File: src/rtl/image_parallel_processing_mem_streamer_if.sv
// Bus bundle for the image streamer: memory read port plus the Avalon-ST pixel source.
// The master side is the streamer; the slave side is the memory and the downstream sink.
interface image_parallel_processing_mem_streamer_if #(
    parameter int ADDR_W = 17
);
    logic [ADDR_W-1:0] mem_address;
    logic              mem_chipselect;
    logic              mem_write;
    logic [3:0]        mem_byteenable;
    logic              mem_clken;
    logic [31:0]       mem_readdata;
    logic [31:0]       src_data;
    logic              src_valid;
    logic              src_ready;
    logic              src_startofpacket;
    logic              src_endofpacket;

    modport master (
        output mem_address, mem_chipselect, mem_write, mem_byteenable, mem_clken,
        input  mem_readdata,
        output src_data, src_valid, src_startofpacket, src_endofpacket,
        input  src_ready
    );

    modport slave (
        input  mem_address, mem_chipselect, mem_write, mem_byteenable, mem_clken,
        output mem_readdata,
        input  src_data, src_valid, src_startofpacket, src_endofpacket,
        output src_ready
    );
endinterface

File: src/rtl/image_parallel_processing_mem_streamer.sv
// Streams a range of words from the image memory into an Avalon-ST packet.
// state | meaning
// IDLE  | waiting for start; range checked on start
// RUN   | issuing reads while FIFO space (including the read in flight) allows
// DRAIN | all reads issued; waiting for the eop word to be accepted
module image_parallel_processing_mem_streamer #(
    parameter int ADDR_W     = 17,
    parameter int MEM_WORDS  = 120000,
    parameter int FIFO_DEPTH = 4
) (
    input  logic              clk,
    input  logic              reset_n,
    input  logic              start,
    input  logic [ADDR_W-1:0] base_addr,
    input  logic [ADDR_W-1:0] word_count,
    output logic              busy,
    output logic              done,
    output logic              error,
    image_parallel_processing_mem_streamer_if.master bus
);
    localparam int PTR_W = $clog2(FIFO_DEPTH);
    localparam int CNT_W = PTR_W + 1;
    localparam logic [CNT_W:0]  DEPTH_L = (CNT_W + 1)'(FIFO_DEPTH);
    localparam logic [ADDR_W:0] MEM_LIM = (ADDR_W + 1)'(MEM_WORDS);

    typedef enum logic [1:0] {IDLE, RUN, DRAIN} state_t;

    state_t            state_q, state_d;
    logic [ADDR_W-1:0] base_q, count_q, issued_q, popped_q;
    logic              inflight_q;
    logic              done_q, done_d, error_q, error_d, launch;
    logic [31:0]       fifo_mem [FIFO_DEPTH];
    logic [PTR_W-1:0]  wr_ptr, rd_ptr;
    logic [CNT_W-1:0]  used_q;
    logic [CNT_W:0]    reserved;
    logic [ADDR_W:0]   range_end;
    logic              issue, pop, fifo_valid, last_word;

    assign fifo_valid = (used_q != '0);
    assign pop        = fifo_valid & bus.src_ready;
    assign last_word  = fifo_valid && (popped_q == count_q - ADDR_W'(1));
    // The read issued last cycle lands next edge, so it must already count against space.
    assign reserved   = {1'b0, used_q} + {{CNT_W{1'b0}}, inflight_q};
    assign issue      = (state_q == RUN) && (issued_q < count_q) && (reserved < DEPTH_L);
    assign range_end  = {1'b0, base_addr} + {1'b0, word_count};

    assign bus.mem_chipselect    = issue;
    assign bus.mem_address       = issue ? base_q + issued_q : '0;
    assign bus.mem_write         = 1'b0;
    assign bus.mem_byteenable    = 4'hF;
    assign bus.mem_clken         = 1'b1;
    assign bus.src_valid         = fifo_valid;
    assign bus.src_data          = fifo_valid ? fifo_mem[rd_ptr] : '0;
    assign bus.src_startofpacket = fifo_valid && (popped_q == '0);
    assign bus.src_endofpacket   = last_word;

    assign busy  = (state_q != IDLE);
    assign done  = done_q;
    assign error = error_q;

    always_ff @(posedge clk or negedge reset_n) begin
        if (!reset_n) begin
            state_q <= IDLE;
            done_q  <= 1'b0;
            error_q <= 1'b0;
        end else begin
            state_q <= state_d;
            done_q  <= done_d;
            error_q <= error_d;
        end
    end

    always_comb begin
        state_d = state_q;
        launch  = 1'b0;
        done_d  = 1'b0;
        error_d = 1'b0;
        case (state_q)
            IDLE: begin
                if (start) begin
                    if (word_count == '0) begin
                        done_d = 1'b1;
                    end else if (range_end > MEM_LIM) begin
                        error_d = 1'b1;
                    end else begin
                        launch  = 1'b1;
                        state_d = RUN;
                    end
                end
            end
            RUN: begin
                if (issue && (issued_q == count_q - ADDR_W'(1))) state_d = DRAIN;
            end
            DRAIN: begin
                if (pop && last_word) begin
                    state_d = IDLE;
                    done_d  = 1'b1;
                end
            end
            default: state_d = IDLE;
        endcase
    end

    always_ff @(posedge clk or negedge reset_n) begin
        if (!reset_n) begin
            base_q     <= '0;
            count_q    <= '0;
            issued_q   <= '0;
            popped_q   <= '0;
            inflight_q <= 1'b0;
        end else begin
            inflight_q <= issue;
            if (launch) begin
                base_q   <= base_addr;
                count_q  <= word_count;
                issued_q <= '0;
                popped_q <= '0;
            end else begin
                if (issue) issued_q <= issued_q + ADDR_W'(1);
                if (pop)   popped_q <= popped_q + ADDR_W'(1);
            end
        end
    end

    // Read data is pushed unconditionally one cycle after its read was issued.
    always_ff @(posedge clk or negedge reset_n) begin
        if (!reset_n) begin
            for (int i = 0; i < FIFO_DEPTH; i++) fifo_mem[i] <= '0;
            wr_ptr <= '0;
            rd_ptr <= '0;
            used_q <= '0;
        end else begin
            if (inflight_q) begin
                fifo_mem[wr_ptr] <= bus.mem_readdata;
                wr_ptr           <= wr_ptr + PTR_W'(1);
            end
            if (pop) rd_ptr <= rd_ptr + PTR_W'(1);
            used_q <= used_q + CNT_W'(inflight_q) - CNT_W'(pop);
        end
    end
endmodule

File: src/flat_wrapper.sv
// flat-port wrapper written by rule: the top's interface ports become plain ports
module image_parallel_processing_mem_streamer_flat 
#(
    parameter int ADDR_W     = 17,
    parameter int MEM_WORDS  = 120000,
    parameter int FIFO_DEPTH = 4
)
  (clk, reset_n, start, base_addr, word_count, busy, done, error, bus_mem_address, bus_mem_chipselect, bus_mem_write, bus_mem_byteenable, bus_mem_clken, bus_mem_readdata, bus_src_data, bus_src_valid, bus_src_startofpacket, bus_src_endofpacket, bus_src_ready);
  image_parallel_processing_mem_streamer_if #(.ADDR_W(ADDR_W)) bus_i ();
  input  logic clk;
  input  logic reset_n;
  input  logic start;
  input  logic [ADDR_W-1:0] base_addr;
  input  logic [ADDR_W-1:0] word_count;
  output logic busy;
  output logic done;
  output logic error;
  output wire logic [$bits(bus_i.mem_address)-1:0] bus_mem_address;
  output wire logic [$bits(bus_i.mem_chipselect)-1:0] bus_mem_chipselect;
  output wire logic [$bits(bus_i.mem_write)-1:0] bus_mem_write;
  output wire logic [$bits(bus_i.mem_byteenable)-1:0] bus_mem_byteenable;
  output wire logic [$bits(bus_i.mem_clken)-1:0] bus_mem_clken;
  input wire logic [$bits(bus_i.mem_readdata)-1:0] bus_mem_readdata;
  output wire logic [$bits(bus_i.src_data)-1:0] bus_src_data;
  output wire logic [$bits(bus_i.src_valid)-1:0] bus_src_valid;
  output wire logic [$bits(bus_i.src_startofpacket)-1:0] bus_src_startofpacket;
  output wire logic [$bits(bus_i.src_endofpacket)-1:0] bus_src_endofpacket;
  input wire logic [$bits(bus_i.src_ready)-1:0] bus_src_ready;
  assign bus_mem_address = bus_i.mem_address;
  assign bus_mem_chipselect = bus_i.mem_chipselect;
  assign bus_mem_write = bus_i.mem_write;
  assign bus_mem_byteenable = bus_i.mem_byteenable;
  assign bus_mem_clken = bus_i.mem_clken;
  assign bus_i.mem_readdata = bus_mem_readdata;
  assign bus_src_data = bus_i.src_data;
  assign bus_src_valid = bus_i.src_valid;
  assign bus_src_startofpacket = bus_i.src_startofpacket;
  assign bus_src_endofpacket = bus_i.src_endofpacket;
  assign bus_i.src_ready = bus_src_ready;
  image_parallel_processing_mem_streamer #(.ADDR_W(ADDR_W), .MEM_WORDS(MEM_WORDS), .FIFO_DEPTH(FIFO_DEPTH)) u_core (.clk(clk), .reset_n(reset_n), .start(start), .base_addr(base_addr), .word_count(word_count), .busy(busy), .done(done), .error(error), .bus(bus_i));
endmodule
File: config.mk
export PLATFORM = sky130hd
export DESIGN_NAME = image_parallel_processing_mem_streamer_flat
export DESIGN_NICKNAME = d
export VERILOG_FILES = /design/src/rtl/image_parallel_processing_mem_streamer_if.sv /design/src/rtl/image_parallel_processing_mem_streamer.sv /design/src/flat_wrapper.sv
export SDC_FILE = /design/constraint.sdc
export NUM_CORES = 1
export LEC_CHECK = 0
export ABC_CLOCK_PERIOD_IN_PS = 5400
export CAP_MARGIN = 15
export CORE_ASPECT_RATIO = 0.8
export CORE_MARGIN = 5
export CORE_UTILIZATION = 60
export DETAILED_ROUTE_END_ITERATION = 12
export GPL_ROUTABILITY_DRIVEN = 0
export PLACE_DENSITY = 0.89
export SYNTH_ARGS = -nofsm -noshare
export SYNTH_HDL_FRONTEND = slang
export SYNTH_SLANG_ARGS = --single-unit
File: constraint.sdc
create_clock -name clk -period 5.4 [get_ports clk]
set_input_delay 1.08 -clock clk [delete_from_list [all_inputs] [get_ports clk]]
set_output_delay 1.08 -clock clk [all_outputs]
set_load 0.02 [all_outputs]
* Yosys cells after proc, flatten, opt, wreduce, memory -nomap -nowiden
Cells that the tools add are included.
Operators by class: $add $sub $neg 10, order comparisons 6, equality and inequality tests 9, multiplexer cells 30, bitwise logic cells 3, reductions and logical operators 15
Operators with widths (count):
- bitwise mux 128 bit | 1
- two-way mux 32 bit | 4
- two-way mux 17 bit | 5
- binary-select mux 32 bit (select 2 bit) | 1
- demux 32 bit (select 2 bit) | 1
- adder 17 x 1 -> 17 bit (second input constant) | 2
- == test 17 bit | 2
- logical NOT 17 bit | 2
- adder 17 x 17 -> 18 bit | 1
- > comparator 18 x 17 -> 1 bit (second input constant) | 1
- adder 17 bit | 1
- < comparator 17 bit | 1
- subtractor 17 x 1 -> 17 bit (second input constant) | 1
- two-way mux 1 bit | 11
- two-way mux 2 bit | 5
- inequality test 2 bit (second input constant) | 4
- logical AND 1 bit | 7
- >= comparator 3 bit (second input constant) | 2
- inverter 2 -> 3 bit | 2
- one-hot mux 2 bit (3 select lines) | 1
- nonzero test 2 bit | 3
- AND reduction 5 bit | 1
- adder 2 x 1 -> 2 bit (second input constant) | 2
- adder 3 x 1 -> 4 bit | 1
- 11 further kinds | 11
Word-level totals: register bits after elaboration 208, input port bits 70, output and inout port bits 62, word-level logic and storage cells 88

* Logic depth before layout (Yosys ltp)
Gate-level depths: netlist (run 1).
depth after elaboration 7, mapped depth 15, mapped depth without buffers 12

* Worst setup path before layout (run 1)
Ideal clock, no wire load.
kind input-to-reg, start input base_addr[0], end register u_core.count_q[13], library setup time 127 ps, arrival 3821 ps, data required time 5273 ps, setup slack 1452 ps, cell stages on the path 14, buffers on the path 2, cell sequence ha_1 > inv_1 > fa_1 > nand2b_1 > a211oi_2 > o211ai_1 > and3_1 > nor4_1 > and4_1 > a211oi_2 > nor3_2 > buf_2 > buf_6 > mux2_1
On the way: cells in the longest elaborated chain, start to end 6
Ends and longest elaborated chain:
- start, declared | line flat_wrapper.sv:13 | input logic [ADDR_W-1:0] base_addr;
- adder 17 x 17 -> 18 bit | line image_parallel_processing_mem_streamer.sv:45 | assign range_end = {1'b0, base_addr} + {1'b0, word_count};
- > comparator 18 x 17 -> 1 bit | line image_parallel_processing_mem_streamer.sv:83 | end else if (range_end > MEM_LIM) begin
- two-way mux 1 bit | line image_parallel_processing_mem_streamer.sv:83
- two-way mux 1 bit | line image_parallel_processing_mem_streamer.sv:81 | if (word_count == '0) begin
- two-way mux 1 bit | line image_parallel_processing_mem_streamer.sv:80 | if (start) begin
- two-way mux 1 bit | line image_parallel_processing_mem_streamer.sv:78 | case (state_q)
- end signal, assigned | line image_parallel_processing_mem_streamer.sv:115 | count_q <= word_count;
- end, declared | line image_parallel_processing_mem_streamer.sv:29 | logic [ADDR_W-1:0] base_q, count_q, issued_q, popped_q;
No other way between the ends. A chain may end at the register's enable or synchronous reset.

* Worst setup path after layout (run 1)
start register u_core.count_q[1], end output bus_src_endofpacket
On the way: cells in the longest elaborated chain, start to end 3
Ends and longest elaborated chain:
- subtractor 17 x 1 -> 17 bit | line image_parallel_processing_mem_streamer.sv:41 | assign last_word = fifo_valid && (popped_q == count_q - ADDR_W'(1));
- == test 17 bit | line image_parallel_processing_mem_streamer.sv:41
- logical AND 1 bit | line image_parallel_processing_mem_streamer.sv:41
- end, declared | line flat_wrapper.sv:27 | output wire logic [$bits(bus_i.src_endofpacket)-1:0] bus_src_endofpacket;
No other way between the ends.

==> results of run 1 <==
[final cells by class]
| class | instances | area share |
|---|---|---|
| Multi-Input combinational cell | 801 | 0.468 |
| Sequential cell | 208 | 0.355 |
| Timing Repair Buffer | 138 | 0.0931 |
| Clock buffer | 30 | 0.0438 |
| Tap cell | 269 | 0.0230 |
| Inverter | 45 | 0.0115 |
| Clock inverter | 9 | 0.00546 |
[Yosys cell counts, drive strengths merged, types with 5 or more instances]
master,number,area share
and3,13,0.0065
nand3,19,0.0076
and2,42,0.021
mux4,32,0.058
a211oi,5,0.0042
nand4,26,0.013
o21ai,25,0.010
xor2,30,0.021
inv,44,0.013
o21bai,5,0.0030
nand2,38,0.011
or2,10,0.0050
clkbuf,19,0.0057
o21a,5,0.0030
xnor2,70,0.050
mux2,161,0.15
nor2,86,0.026
or3,6,0.0034
nor4,15,0.0097
nand2b,6,0.0030
buf,35,0.015
a21oi,39,0.016
a21o,13,0.0078
ha,61,0.061
nor3,22,0.010
o2111ai,5,0.0035
dfrtp,208,0.42
[placed cells by master (no fill, tap or decap), types with 4 or more instances in the layout]
cell | Yosys | routed
o21ai_0 | 19 | 19
and2_1 | 42 | 42
clkdlybuf4s50_1 | 0 | 124
mux4_2 | 32 | 32
and3_1 | 13 | 13
o21ai_1 | 6 | 6
nor2_1 | 86 | 86
nand3_1 | 19 | 19
o21a_1 | 5 | 5
inv_1 | 44 | 44
dfrtp_1 | 208 | 206
conb_1 | 2 | 6
nor4_1 | 12 | 12
xnor2_1 | 68 | 68
o2111ai_1 | 5 | 5
or2_2 | 7 | 7
buf_4 | 9 | 12
nand4_1 | 26 | 26
clkinv_2 | 0 | 5
nand2b_1 | 6 | 6
ha_1 | 61 | 61
xor2_1 | 30 | 30
nand2_1 | 38 | 38
or3_1 | 5 | 5
nor3_1 | 19 | 19
a21oi_1 | 39 | 38
o21bai_1 | 5 | 5
clkbuf_16 | 0 | 23
clkbuf_8 | 0 | 5
mux2_1 | 4 | 4
a21o_1 | 13 | 13
mux2_2 | 157 | 157
[report_power, final]
part / switching (mW) / internal [mW]
clock network: 0.608 / 0.883
logic: 1.63 / 2.02
registers: 0.616 / 2.19
[cell families after synthesis]
logic type | share of synthesized area
compound gates | 0.0719
xor+xnor | 0.0715
fa+ha+maj | 0.0660
buf+inv | 0.0345
flops | 0.418
mux | 0.206
other cells | 0.000602
simple gates | 0.132
[registers in the layout, indices dropped and copies added (netlist names)]
| signal | cells |
|---|---|
| u_core.fifo_mem | 128 |
| u_core.popped_q | 17 |
| u_core.error | 1 |
| u_core.base_q | 17 |
| u_core.wr_ptr | 2 |
| u_core.issued_q | 17 |
| u_core.count_q | 17 |
| u_core.rd_ptr | 2 |
| u_core.inflight_q | 1 |
| u_core.state_q | 2 |
| u_core.used_q | 3 |
| u_core.done | 1 |
[path summary, 6_finish.rpt]
path | to | from | cells past startpoint
worst max-delay path | bus_src_endofpacket | u_core.count_q[1]$_DFFE_PN0P_ | 10
worst min-delay path | u_core.fifo_mem[52]$_DFFE_PN0P_ | u_core.fifo_mem[52]$_DFFE_PN0P_ | 1
worst max register to register | u_core.state_q[1]$_DFFE_PN0P_ | u_core.count_q[1]$_DFFE_PN0P_ | 11
max in group asynchronous | u_core.count_q[16]$_DFFE_PN0P_ | reset_n | 2
worst min register to register | u_core.fifo_mem[52]$_DFFE_PN0P_ | u_core.fifo_mem[52]$_DFFE_PN0P_ | 1
min in group asynchronous | u_core.count_q[7]$_DFFE_PN0P_ | reset_n | 1
[worst max-delay path: stages (launching register included)]
cell and delay, ns:
dfrtp_1 0.43, inv_1 0.21, ha_1 0.25, or4b_4 0.51, nor4_2 0.18, xnor2_1 0.22, xnor2_1 0.17, nand4_1 0.11
or4_4 0.51, nor3_1 0.29, clkdlybuf4s50_1 0.68
[through the flow]
| step | area [µm²] | cells |
|---|---|---|
| 2_1_floorplan | 12500 | 1108 |
| 3_3_place_gp | 13900 | 1461 |
| 3_5_place_dp | 13900 | 1461 |
| 4_1_cts | 14700 | 1500 |
| 5_1_grt | 14700 | 1500 |
| 6_report | 14700 | 1500 |
[routing by layer]
| layer | vias up | share of wire |
|---|---|---|
| li1 | 4185 | - |
| met1 | 4562 | 0.44 |
| met2 | 321 | 0.47 |
| met3 | 55 | 0.068 |
| met4 | 0 | 0.021 |
| met5 | - | 0 |
==> results.txt, run 1 <==
Layout fillers -> 1426
GR met3 Demand/Resource -> 0.0473
antenna cells -> 0
Detail Placement HPWL -> 21.5 mm
Crit Path Max Fanout -> 4
Fin Hold WS -> 0.503 ns
Die Y -> 139 µm
status -> completed
grt met1 use -> 0.373
total track usage -> 0.257
fin crit share -> 0.948
Die X -> 171 µm
post-place setup slack -> 0.554 ns
vias in the first global route -> 9443
Vias -> 9123
Max Slew Vio Count -> 0
starting density of the core -> 0.606
Root Buffer -> clkbuf_16
worst setup margin -> 0.278 ns
Mapped Area -> 12500 µm²
initial antenna violation count -> 1
RSZ-0062 raised after global routing -> no
layout cell share with drive strength beyond 1 -> 0.219
Longest Clk Path Bufs -> 3
Routed Antenna Nets -> 0
fin crit period -> 5.12 ns
Ys Warns -> 0
register area share after synthesis -> 0.418
setup tns final -> 0 ns
WL/cell -> 20.1 µm
row count -> 47
largest net degree at the start of global routing -> 75
Multi-input gate area -> 6860 µm²
FF+latch count, synth -> 208
TritonCTS clock tree -> done
# nets final -> 1350
Area Growth Syn to Fin -> 17.6%
maxcap violations -> 0
Arr. time, crit path -> 4.04 ns
CP Capture Type -> primary output
DR DRC count -> 0
P_leak -> 6.13 nW
Final Core Density -> 0.712
total power -> 7.94 mW
GRT Max-Usage Layer -> met2
setup bufs post-CTS -> 0
Final Skew -> 0.0147 ns
clock latency on the worst-skew pair -> 0.50 ns
global-route wire length before repair -> 49.7 mm
Worst-Margin Slew -> 0.859 ns
PostCTS Resize Cnt -> 0
Setup-failing EPs final -> 0
port bufs -> 125
H-tree Lvls -> 1
die area -> 23800 µm²
DRT iter0 DRCs -> 589
HP Class -> flip-flop to flip-flop
GR Overflow Total -> 0
Worst Path Required -> 4.32 ns
CP Class -> flip-flop to primary output
Startpoint Class -> flip-flop
fmax -> 195 MHz
syn_area_per_cell -> 11.3 µm²
PwrDens -> 542 nW/µm²
WL final -> 30.2 mm
grt met2 use -> 0.405
Core Footprint -> 20600 µm²
Max VDD drop -> 0.425 mV
Yosys cell types -> 75
Via-to-Cell Ratio -> 6.08
Synth async-reset ratio -> 1.00
I/O Pins -> 132
EDFF count, synth -> 0
hold violation count in the final report -> 0
Slew headroom -> 0.427
first-pass iteration count of the detailed router -> 5
TritonCTS Buffers -> 22
hold-fix buffers at CTS -> 0
register area -> 5210 µm²
Post-Syn Instances -> 1104
reg2reg setup slack -> 2.07 ns
CTS sink cnt -> 208
predominant post-synthesis flop cell -> dfrtp_1
Worst-path clk slew -> 0.07 ns
(Power assumes the default switching activity.)
==> inputs of run 2 (changes only) <==
- ABC_AREA: unset -> 1
- CORE_UTILIZATION: 60 -> 40
- PLACE_DENSITY: 0.89 -> unset
- PLACE_DENSITY_LB_ADDON: unset -> 0.3
==> run 2 against run 1 <==
  * Critical path depth rose by 2
  * Total power rose by 18%
  * Non-clock buffer count rose by 2
  * Synthesized cell count rose by 65%
  * Critical path type unchanged
  * Highest routed layer unchanged
==> results.txt, run 2 <==
TritonCTS clock tree -> done
predominant post-synthesis flop cell -> dfrtp_1
DRT iter0 DRCs -> 1096
# nets final -> 2054
hold-fix buffers at CTS -> 0
maxcap violations -> 0
HP Class -> flip-flop to flip-flop
syn_area_per_cell -> 7.07 µm²
CTS sink cnt -> 208
Longest Clk Path Bufs -> 3
setup bufs post-CTS -> 0
number of flip-flops under the largest register name -> 128
Area Growth Syn to Fin -> 19.2%
FF-to-FF End -> u_core.issued_q[15]$_DFFE_PN0P_
total power -> 9.39 mW
met3 WL -> 2.58 mm
Yosys cell types -> 34
Final Skew -> 0.0170 ns
global-route wire length before repair -> 58.9 mm
routed metal-1 wirelength -> 17.0 mm
antenna cells -> 0
setup tns final -> 0 ns
most common cell after layout, fill and taps aside -> nand2_1
Commonest cells post-synth -> nand2_1 (486), nor2_1 (273), o21ai_0 (222)
Vias -> 12100
PostCTS Resize Cnt -> 0
CP Launch Point -> u_core.count_q[12]$_DFFE_PN0P_
Die X -> 211 µm
Fin Hold WS -> 0.479 ns
Root Buffer -> clkbuf_16
EDFF count, synth -> 0
met2 WL -> 15.7 mm
clock latency on the worst-skew pair -> 0.53 ns
Max VDD drop -> 0.274 mV
Setup-failing EPs final -> 0
H-tree Lvls -> 1
Cells on Worst Hold Path -> 2
Crit Path Max Fanout -> 16
port bufs -> 125
largest reg by FF count -> u_core.fifo_mem
Worst-path clk slew -> 0.06 ns
initial antenna violation count -> 0
largest net degree at the start of global routing -> 121
status -> completed
dpl cell area -> 14500 µm²
FF+latch count, synth -> 208
Final Core Density -> 0.485
WL final -> 35.9 mm
fin crit share -> 0.900
Arr. time, crit path -> 3.78 ns
WL/cell -> 15.2 µm
row count -> 58
Max Slew Vio Count -> 0
Reg2Reg Depth -> 15
Routed Antenna Nets -> 0
fmax -> 206 MHz
Worst Path Required -> 4.32 ns
CP Class -> flip-flop to primary output
Synth async-reset ratio -> 1.00
I/O Pins -> 132
Max Used Layer -> met4
Detail Placement HPWL -> 25.5 mm
Startpoint Class -> flip-flop
Ys Warns -> 0
Mapped Area -> 12900 µm²
P_leak -> 7.61 nW
RSZ-0062 raised after global routing -> no
hold violation count in the final report -> 0
cell taking the most area after synthesis -> dfrtp_1
share of the synthesized area in the top cell type -> 0.404
Worst-Margin Slew -> 0.992 ns
fin crit period -> 4.86 ns
layout cell share with drive strength beyond 1 -> 0.0403
Area contributors post-synth -> dfrtp_1 (40%), nand2_1 (14%), o21ai_0 (8.6%)
vias in the first global route -> 11500
first-pass iteration count of the detailed router -> 5
Die Y -> 171 µm
TritonCTS Buffers -> 23
register area share after synthesis -> 0.404
GR Overflow Total -> 0
DR DRC count -> 0
most common cell in the netlist -> nand2_1
Core Footprint -> 31600 µm²
die area -> 35900 µm²
Worst Setup EP -> bus_mem_address[0]
worst r2r src -> u_core.count_q[12]$_DFFE_PN0P_
reg2reg setup slack -> 2.15 ns
total track usage -> 0.196
Layout fillers -> 3207
CP Capture Type -> primary output
PwrDens -> 612 nW/µm²
commonest cells after routing, fill and taps aside -> nand2_1 (482), nor2_1 (272), o21ai_0 (222), dfrtp_1 (207), inv_1 (180)
post-route cell area -> 15300 µm²
Via-to-Cell Ratio -> 5.15
starting density of the core -> 0.407
Post-Syn Instances -> 1822
Slew headroom -> 0.338
## run 2: cell count changes after synthesis, sizes merged, moves of 32 or more
| cell | change |
|---|---|
| nand3 | +82 |
| nand2 | +450 |
| mux2 | -161 |
| a21oi | +41 |
| and2 | -40 |
| mux4 | -32 |
| xnor2 | -64 |
| nor2 | +190 |
| inv | +138 |
| o21ai | +197 |
## run 2: logic make-up after synthesis
| logic type | count (synthesis) | synth area share |
|---|---|---|
| xor+xnor | 49 | 0.0333 |
| fa+ha+maj | 64 | 0.0639 |
| buf+inv | 253 | 0.0775 |
| simple gates | 934 | 0.297 |
| mux | 1 | 0.000777 |
| other cells | 2 | 0.000583 |
| flops | 208 | 0.404 |
| compound gates | 311 | 0.123 |
## run 2: critical path, cell delays in order (launching register included)
cell	delay [ns]
dfrtp_1	0.46
inv_1	0.10
ha_1	0.30
nand2_1	0.09
inv_1	0.04
nand2_1	0.05
nand2_1	0.04
a21oi_1	0.18
nand4_1	0.13
nor2_2	0.59
inv_1	0.45
nor2_1	0.19
clkdlybuf4s50_1	0.62
## run 2: power breakdown
group	total [mW]	switching, mW	internal (mW)
logic	4.95	3.02	1.92
registers	2.79	0.524	2.27
clock network	1.65	0.665	0.987
total	9.39	4.21	5.18
## run 2: per-stage QoR
step	worst slack, ns	std cells
3_3_place_gp	1.05	2311
3_5_place_dp	0.935	2311
2_1_floorplan	1.96	1826
5_1_grt	0.207	2356
6_report	0.542	2356
4_1_cts	0.545	2352
## run 2: worst min-delay path by stage
stage / start / slack (ns) / to
after floorplan: u_core.count_q[1]$_DFFE_PN0P_ / 0.44 / u_core.count_q[1]$_DFFE_PN0P_
after global placement: u_core.base_q[4]$_DFFE_PN0P_ / 0.46 / u_core.base_q[4]$_DFFE_PN0P_
after detailed placement: u_core.base_q[2]$_DFFE_PN0P_ / 0.46 / u_core.base_q[2]$_DFFE_PN0P_
after CTS: u_core.fifo_mem[27]$_DFFE_PN0P_ / 0.48 / u_core.fifo_mem[27]$_DFFE_PN0P_
after global routing: u_core.fifo_mem[31]$_DFFE_PN0P_ / 0.50 / u_core.fifo_mem[31]$_DFFE_PN0P_
final: u_core.fifo_mem[30]$_DFFE_PN0P_ / 0.48 / u_core.fifo_mem[30]$_DFFE_PN0P_
## run 2: metal layers
layer | up-vias | GRT usage
li1 | 6030 | -
met1 | 5650 | 0.291
met2 | 403 | 0.307
met3 | 51 | 0.0317
met4 | 0 | 0.0397
met5 | - | 0
## run 2: area by class of cell
class                   instances  area (µm²)  share of cell area
multi-input cells            1365        6710               0.437
repair buffers                140        1430              0.0928
clock buffers                  28         634              0.0413
inverters                     182         683              0.0445
clock inverters                13         163              0.0106
flip-flops and latches        208        5210               0.339
well taps                     420         526              0.0342
==> inputs of run 3 (changes only) <==
- CAP_MARGIN: 15 -> 20
- RECOVER_POWER: unset -> 25
==> run 3 against run 2 <==
  * The run now ends with capacitance limit, slew limit left
  * Worst hold slack is essentially flat
  * Sequential power about the same
  * Critical path depth unchanged
  * Flip-flop and latch count is the same
  * Non-clock buffer count unchanged
  * Via count about the same
  * Clock power barely moved
  * Critical path type unchanged
  * Largest cell class unchanged
  * Largest power group unchanged
==> results.txt, run 3 (synthesis gave the netlist of run 2 again) <==
status -> finished, violations left
violated checks -> capacitance limit, slew limit
fin crit share -> 0.898
Root Buffer -> clkbuf_16
CP Class -> flip-flop to primary output
largest net degree at the start of global routing -> 121
HP Class -> flip-flop to flip-flop
PwrDens -> 612 nW/µm²
most common cell after layout, fill and taps aside -> nand2_1
PostCTS Resize Cnt -> 0
Longest Clk Path Bufs -> 3
H-tree Lvls -> 1
Layout fillers -> 3212
Core Footprint -> 31600 µm²
dpl cells -> 2311
Final Core Density -> 0.484
setup bufs post-CTS -> 0
worst setup margin -> 0.551 ns
port bufs -> 125
CP Cell Sequence -> inv_1, ha_1, nand2_1, inv_1, nand2_1, nand2_1, a21oi_1, nand4_1, nor2_2, inv_1, nor2_1, clkdlybuf4s50_1
Startpoint Class -> flip-flop
commonest cells after routing, fill and taps aside -> nand2_1 (485), nor2_1 (272), o21ai_0 (222), dfrtp_1 (207), inv_1 (180)
total track usage -> 0.196
fin crit period -> 4.85 ns
TritonCTS clock tree -> done
initial antenna violation count -> 0
Detail Placement HPWL -> 25.5 mm
die area -> 35900 µm²
Max VDD drop -> 0.278 mV
Worst Path Required -> 4.32 ns
CTS sink cnt -> 208
Die Y -> 171 µm
post-place setup slack -> 0.935 ns
Die X -> 211 µm
largest reg by FF count -> u_core.fifo_mem
CP max-delay cell -> clkdlybuf4s50_1
hold violation count in the final report -> 0
Via-to-Cell Ratio -> 5.16
hold-fix buffers at CTS -> 0
final non-filler cell total -> 2356
Fin Hold WS -> 0.479 ns
antenna cells -> 0
Routed Antenna Nets -> 0
Max Slew Vio Count -> 175
Final Skew -> 0.0174 ns
Crit Path Max Fanout -> 16
starting density of the core -> 0.407
TritonCTS Buffers -> 23
P_leak -> 7.60 nW
Setup-failing EPs final -> 0
first-pass iteration count of the detailed router -> 7
WL/cell -> 15.3 µm
fmax -> 206 MHz
DR DRC count -> 0
Arr. time, crit path -> 3.77 ns
clock latency on the worst-skew pair -> 0.53 ns
maxcap violations -> 2
number of flip-flops under the largest register name -> 128
# nets final -> 2054
DRT iter0 DRCs -> 1047
Slew headroom -> -1.05
Worst-Margin Slew -> 3.07 ns
WL final -> 35.9 mm
layout cell share with drive strength beyond 1 -> 0.0382
GR Overflow Total -> 0
post-route cell area -> 15300 µm²
row count -> 58
CP Capture Type -> primary output
total power -> 9.38 mW
Worst-path clk slew -> 0.06 ns
setup tns final -> 0 ns
Worst path max stage delay -> 0.62 ns
Area Growth Syn to Fin -> 18.9%
RSZ-0062 raised after global routing -> no
Vias -> 12100
vias in the first global route -> 11500
I/O Pins -> 132
global-route wire length before repair -> 58.9 mm
dpl cell area -> 14500 µm²
[run 3: cell type report]
cell class / count / area [µm²] / share of cell area
timing repair buffer: 140 / 1400 / 0.0914
clock buffer: 28 / 634 / 0.0414
inverter: 182 / 683 / 0.0446
sequential: 208 / 5210 / 0.340
multi-input combinational: 1365 / 6710 / 0.438
tap: 420 / 526 / 0.0343
clock inverter: 13 / 163 / 0.0106
[run 3: path summary, 6_finish.rpt]
kind / from / endpoint / slack [ns] / cells after the start
setup / recovery: u_core.count_q[12]$_DFFE_PN0P_ / bus_mem_address[0] / 0.55 / 12
hold / removal: u_core.fifo_mem[21]$_DFFE_PN0P_ / u_core.fifo_mem[21]$_DFFE_PN0P_ / 0.48 / 2
setup reg to reg: u_core.count_q[12]$_DFFE_PN0P_ / u_core.issued_q[15]$_DFFE_PN0P_ / 2.16 / 15
hold reg to reg: u_core.fifo_mem[21]$_DFFE_PN0P_ / u_core.fifo_mem[21]$_DFFE_PN0P_ / 0.48 / 2
max in group asynchronous: reset_n / u_core.count_q[12]$_DFFE_PN0P_ / 1.96 / 2
min in group asynchronous: reset_n / u_core.fifo_mem[7]$_DFFE_PN0P_ / 1.53 / 1
[run 3: power breakdown]
part | switching, mW | internal, mW | total (mW)
combinational | 3.02 | 1.92 | 4.93
sequential | 0.523 | 2.27 | 2.79
clock | 0.665 | 0.987 | 1.65
total | 4.21 | 5.17 | 9.38
[run 3: worst max-delay path: cells and delay by family (launching register included)]
| family | cells | cell delay (ns) |
|---|---|---|
| flip-flops | 1 | 0.46 |
| AND/OR/NAND/NOR | 6 | 1.09 |
| AO/OA/AOI/OAI | 1 | 0.18 |
| buffers and inverters | 4 | 1.21 |
| adder cells (fa/ha/maj) | 1 | 0.30 |
[run 3: routing by layer]
| metal | global-route usage | part of all wire | vias to the layer above |
|---|---|---|---|
| met2 | 0.307 | 0.44 | 387 |
| met4 | 0.0397 | 0.016 | 0 |
| li1 | - | - | 6031 |
| met1 | 0.291 | 0.48 | 5677 |
| met3 | 0.0317 | 0.071 | 51 |
| met5 | 0 | 0 | - |
